===== src/rtl/xilinx_drp_arbiter.sv =====
// Round-robin arbiter sharing one transceiver DRP port among NUM_LANES lane PHYs.
// One outstanding transaction at a time, with a timeout abort when drdy never returns.
module xilinx_drp_arbiter #(
    parameter int NUM_LANES      = 4,
    parameter int TIMEOUT_CYCLES = 1023
) (
    input  logic                    dclk_i,
    input  logic                    reset_n_i,
    input  logic [NUM_LANES-1:0]    req_i,
    output logic [NUM_LANES-1:0]    gnt_o,
    input  logic [NUM_LANES-1:0]    lane_den_i,
    input  logic [NUM_LANES-1:0]    lane_dwe_i,
    input  logic [16*NUM_LANES-1:0] lane_daddr_i,
    input  logic [16*NUM_LANES-1:0] lane_di_i,
    output logic [NUM_LANES-1:0]    lane_drdy_o,
    output logic [15:0]             lane_drpdo_o,
    output logic                    drp_den_o,
    output logic                    drp_dwe_o,
    output logic [15:0]             drp_daddr_o,
    output logic [15:0]             drp_di_o,
    input  logic                    drp_drdy_i,
    input  logic [15:0]             drp_drpdo_i,
    output logic                    timeout_o
);
    localparam int OW = $clog2(NUM_LANES);
    localparam int CW = $clog2(TIMEOUT_CYCLES + 1);
    localparam logic [CW-1:0] TERM = CW'(TIMEOUT_CYCLES - 1);

    typedef enum logic [1:0] {IDLE, GRANT, WAIT} state_t;

    state_t                     state, state_nxt;
    logic [OW-1:0]              owner, owner_nxt, last_owner, last_owner_nxt;
    logic [OW-1:0]              sel, cand;
    logic                       sel_vld;
    logic [CW-1:0]              cnt, cnt_nxt;
    logic [NUM_LANES-1:0]       gnt_nxt, lane_drdy_nxt;
    logic [15:0]                lane_drpdo_nxt, drp_daddr_nxt, drp_di_nxt;
    logic                       drp_den_nxt, drp_dwe_nxt, timeout_nxt;
    logic [NUM_LANES-1:0][15:0] daddr_a, di_a;

    assign daddr_a = lane_daddr_i;
    assign di_a    = lane_di_i;

    // Scan farthest-to-nearest so the first requester after last_owner wins.
    always_comb begin
        sel     = last_owner;
        sel_vld = 1'b0;
        cand    = '0;
        for (int i = NUM_LANES; i >= 1; i--) begin
            cand = OW'((int'(last_owner) + i) % NUM_LANES);
            if (req_i[cand]) begin
                sel     = cand;
                sel_vld = 1'b1;
            end
        end
    end

    always_comb begin
        state_nxt      = state;
        owner_nxt      = owner;
        last_owner_nxt = last_owner;
        cnt_nxt        = cnt;
        gnt_nxt        = gnt_o;
        lane_drdy_nxt  = '0;
        lane_drpdo_nxt = lane_drpdo_o;
        drp_den_nxt    = 1'b0;
        drp_dwe_nxt    = drp_dwe_o;
        drp_daddr_nxt  = drp_daddr_o;
        drp_di_nxt     = drp_di_o;
        timeout_nxt    = 1'b0;
        case (state)
            IDLE: begin
                if (sel_vld) begin
                    owner_nxt      = sel;
                    last_owner_nxt = sel;
                    gnt_nxt        = '0;
                    gnt_nxt[sel]   = 1'b1;
                    state_nxt      = GRANT;
                end
            end
            GRANT: begin
                // den wins over a simultaneous request release
                if (lane_den_i[owner]) begin
                    drp_den_nxt   = 1'b1;
                    drp_dwe_nxt   = lane_dwe_i[owner];
                    drp_daddr_nxt = daddr_a[owner];
                    drp_di_nxt    = di_a[owner];
                    cnt_nxt       = '0;
                    state_nxt     = WAIT;
                end else if (!req_i[owner]) begin
                    gnt_nxt   = '0;
                    state_nxt = IDLE;
                end
            end
            WAIT: begin
                if (drp_drdy_i || cnt == TERM) begin
                    lane_drdy_nxt[owner] = 1'b1;
                    lane_drpdo_nxt       = drp_drdy_i ? drp_drpdo_i : 16'hFFFF;
                    timeout_nxt          = !drp_drdy_i;
                    if (req_i[owner]) begin
                        state_nxt = GRANT;
                    end else begin
                        gnt_nxt   = '0;
                        state_nxt = IDLE;
                    end
                end else begin
                    cnt_nxt = cnt + 1'b1;
                end
            end
            default: state_nxt = IDLE;
        endcase
    end

    always_ff @(posedge dclk_i or negedge reset_n_i) begin
        if (!reset_n_i) begin
            state        <= IDLE;
            owner        <= '0;
            last_owner   <= OW'(NUM_LANES - 1);
            cnt          <= '0;
            gnt_o        <= '0;
            lane_drdy_o  <= '0;
            lane_drpdo_o <= '0;
            drp_den_o    <= 1'b0;
            drp_dwe_o    <= 1'b0;
            drp_daddr_o  <= '0;
            drp_di_o     <= '0;
            timeout_o    <= 1'b0;
        end else begin
            state        <= state_nxt;
            owner        <= owner_nxt;
            last_owner   <= last_owner_nxt;
            cnt          <= cnt_nxt;
            gnt_o        <= gnt_nxt;
            lane_drdy_o  <= lane_drdy_nxt;
            lane_drpdo_o <= lane_drpdo_nxt;
            drp_den_o    <= drp_den_nxt;
            drp_dwe_o    <= drp_dwe_nxt;
            drp_daddr_o  <= drp_daddr_nxt;
            drp_di_o     <= drp_di_nxt;
            timeout_o    <= timeout_nxt;
        end
    end
endmodule


===== config.mk =====
export PLATFORM = sky130hd
export DESIGN_NAME = xilinx_drp_arbiter
export DESIGN_NICKNAME = d
export VERILOG_FILES = /design/src/rtl/xilinx_drp_arbiter.sv
export SDC_FILE = /design/constraint.sdc
export NUM_CORES = 1
export LEC_CHECK = 0
export ABC_AREA = 1
export ABC_CLOCK_PERIOD_IN_PS = 4300
export BUFFER_PORTS_ARGS = -buffer_cell sky130_fd_sc_hd__buf_2
export CAP_MARGIN = 25
export CORE_MARGIN = 1
export CORE_UTILIZATION = 50
export CTS_CLUSTER_DIAMETER = 30
export DETAILED_ROUTE_END_ITERATION = 6
export PLACE_DENSITY = 0.87
export SYNTH_ARGS = -nofsm -noshare
export SYNTH_HDL_FRONTEND = slang
export SYNTH_SLANG_ARGS = --single-unit

===== constraint.sdc =====
create_clock -name dclk_i -period 4.3 [get_ports dclk_i]
set_input_delay 0.215 -clock dclk_i [delete_from_list [all_inputs] [get_ports dclk_i]]
set_output_delay 0.215 -clock dclk_i [all_outputs]
set_load 0.03 [all_outputs]

==> flow_summary.json <==
{
  "grt_pass1_wl_mm": 18.3,
  "critPathKind": "reg -> reg",
  "cts_tree": "done",
  "grt_max_degree": 76,
  "totalWireLength_mm": 12.1,
  "synth_edf_count": 0,
  "cts_root_buf": "clkbuf_8",
  "hold_viol": 0,
  "port_buffers": 217,
  "dieArea_sq_um": 9000,
  "syn_inst": 490,
  "gp_congestion": 0.872,
  "synth-async-reset-ratio": 1.00,
  "p_sw_mw": 2.18,
  "syn-num-nets": 655,
  "end_kind": "register",
  "grt_pass1_vias": 4167,
  "power_density_nw_per_um2": 770,
  "p_comb_frac": 0.579,
  "cp_common_cell": "nand2_1",
  "start_kind": "register",
  "slew_viol_final": 0,
  "vias_per_cell": 5.48,
  "skew_ns": 0.0177,
  "timing.final.crit_period_ns": 2.38,
  "gr-usage-all-layers": 0.260,
  "n_fill_cell": 683,
  "antenna_found_initial": 0,
  "multi_input_area_sq_um": 2140,
  "io_pins": 218,
  "ys_seq_area_frac": 0.436,
  "p_int_mw": 2.17,
  "cts_hold_buffers": 0,
  "seqCellArea_sq_um": 1880,
  "wl_per_cell_um": 15.1,
  "yosys_warnings": 0,
  "cap_violations": 0,
  "power.leakage_nw": 2.72,
  "swShare": 0.502,
  "synthDominantCellAreaShare": 0.423,
  "fin_nets": 858,
  "clock.fmax_mhz": 420,
  "worstMarginPinSlew_ns": 0.932,
  "grt-ovfl-total": 0,
  "finalSetupViolations": 0,
  "ys.flop_type": "dfrtp_1",
  "cts_setup_buffers": 0,
  "syn_area_sq_um": 4310,
  "yosysUniqueCellTypes": 37,
  "status": "complete, no violations",
  "required_ns": 4.57,
  "n_antenna_cell": 0,
  "synth_area_leaders": "dfrtp_1, nand2_1, a41oi_2, a22oi_1, nand3_1",
  "drc": 0,
  "clock_path_buffers": 2,
  "min_path_type": "in -> async",
  "start_util": 0.520,
  "critPathMaxFanout": 34,
  "synth.largest_area_cell": "dfrtp_1",
  "cts_sinks": 75,
  "die_y_um": 94.9,
  "die_x_um": 94.9,
  "vias": 4398,
  "rsz0062_at_grt": "false",
  "path_cells": "buf_4, nor2_4, inv_1, o22ai_1, inv_1, nand2_1, a21oi_1, nand2_1, nand2_1, nand2_1",
  "critPathSlowestCell": "nor2_4",
  "cts_made_buffers": 9,
  "clkPwrFrac": 0.144,
  "dp_hpwl_mm": 9.00,
  "post-route-period-util": 0.554,
  "cts_resized": 0,
  "drtIter0Drc": 184,
  "dr.pass1.iters": 5,
  "cts_max_level": 3,
  "cp.arrival_ns": 2.66,
  "synth.avg_cell_area_sq_um": 8.80,
  "clock_latency_ns": 0.35,
  "slew_headroom": 0.379,
  "antenna_left": 0,
  "p_seq_frac": 0.277,
  "rows": 33,
  "clk_pin_slew_ns": 0.09,
  "critPathMaxStageDelay_ns": 0.61,
  "drive_above_1_share": 0.407,
  "fin_util": 0.681,
  "finalSetupTns_ns": 0,
  "vdd_ir_drop_max_mv": 0.440,
  "core_area_sq_um": 8300,
  "area_delta_synth_final_pct": 31.0,
  "synth-seq-cells": 75
}
-- flip-flops by register name (all words and copies together) (netlist names) --
register and flops:
gnt_o 4, state 2, last_owner 2, owner 2, drp_daddr_o 16, timeout_o 1, cnt 10, drp_di_o 16
drp_dwe_o 1, lane_drpdo_o 16, drp_den_o 1, lane_drdy_o 4
-- cell usage in the layout (no fill, tap or decap), types with 2 or more instances in the layout --
cell,count
o21ai_0,9
nor2_2,3
nand2_1,124
a21oi_1,3
dfstp_2,2
a41oi_2,20
inv_2,4
nand3_2,3
buf_4,2
nand3_1,45
o22a_1,16
dfrtp_1,73
clkbuf_8,9
xnor2_1,5
nand2_2,7
a22oi_1,33
bufinv_16,2
inv_6,3
a41oi_1,13
ha_1,6
o22ai_1,2
nor2_1,50
buf_2,216
xor2_1,3
nor2_4,3
o21ai_1,3
inv_1,24
-- cells in the mapped netlist (6+ instances only) --
cell type	count
dfrtp_1	73
nand2_1	124
nand3_1	45
nor2_1	50
buf_6	6
inv_1	24
a41oi_1	13
o22a_1	16
o21ai_0	9
a22oi_1	33
a41oi_2	20
nand2_2	7
buf_2	7
ha_1	6
clkbuf_1	9
-- layer usage --
| layer | vias to the layer above | share of wire | GRT usage |
|---|---|---|---|
| met2 | 203 | 0.52 | 0.459 |
| met1 | 2061 | 0.40 | 0.311 |
| met3 | 26 | 0.061 | 0.0507 |
| li1 | 2108 | - | - |
| met4 | 0 | 0.024 | 0.0985 |
| met5 | - | 0 | 0 |
-- worst paths after layout --
kind	from	to	slack (ns)	cells past startpoint
max	owner[1]	gnt_o[2]	1.92	10
min	reset_n_i	gnt_o[1]	0.004	1
max reg2reg	owner[1]	gnt_o[2]	1.92	10
min reg2reg	gnt_o[3]	gnt_o[3]	0.49	2
max in group asynchronous	reset_n_i	drp_daddr_o[14]	3.68	1
min in group dclk_i	drp_drdy_i	timeout_o	0.09	2
-- metrics by stage --
stage / area (sq um) / cells / power, mW / setup slack (ns) / hold slack (ns)
detailed placement: 5380 / 785 / 3.68 / 1.84 / 0.421
finish: 5650 / 803 / 4.35 / 1.92 / 0.00361
CTS: 5610 / 801 / 4.30 / 1.83 / 0.0387
global route: 5650 / 803 / 4.64 / 1.73 / 0.0755
global placement: 5360 / 784 / 3.56 / 1.83 / 0.411
floorplan: 4310 / 490 / 3.07 / 2.81 / -0.0806
-- worst max-delay path: cells and delay by family, from the launching register on --
kind | cells | cell delay (ns)
simple gates | 5 | 0.99
buf+inv | 3 | 0.50
flops | 1 | 0.53
compound gates | 2 | 0.27
-- area by class of cell --
type                    count  area share
multi-input cells         356       0.378
clock buffers               9      0.0219
flip-flops and latches     75       0.333
repair buffers            221       0.205
inverters                  30      0.0206
well taps                 105      0.0232
clock inverters             7      0.0186
-- kinds of logic after synthesis --
logic type | Yosys count | share of synthesized area
compound gates | 102 | 0.217
xor+xnor | 8 | 0.0162
fa+ha+maj | 6 | 0.0174
buf+inv | 59 | 0.0690
flops | 75 | 0.436
simple gates | 240 | 0.245
-- power by group through the flow --
| stage | combinational [mW] | sequential (mW) | clock (mW) |
|---|---|---|---|
| CTS | 2.46 | 1.20 | 0.636 |
| detailed placement | 2.47 | 1.21 | 0 |
| floorplan | 1.40 | 1.67 | 0 |
| finish | 2.52 | 1.21 | 0.625 |
| global route | 2.73 | 1.24 | 0.669 |
| global placement | 2.35 | 1.20 | 0 |
No activity file was read; power rests on OpenSTA's default activity.
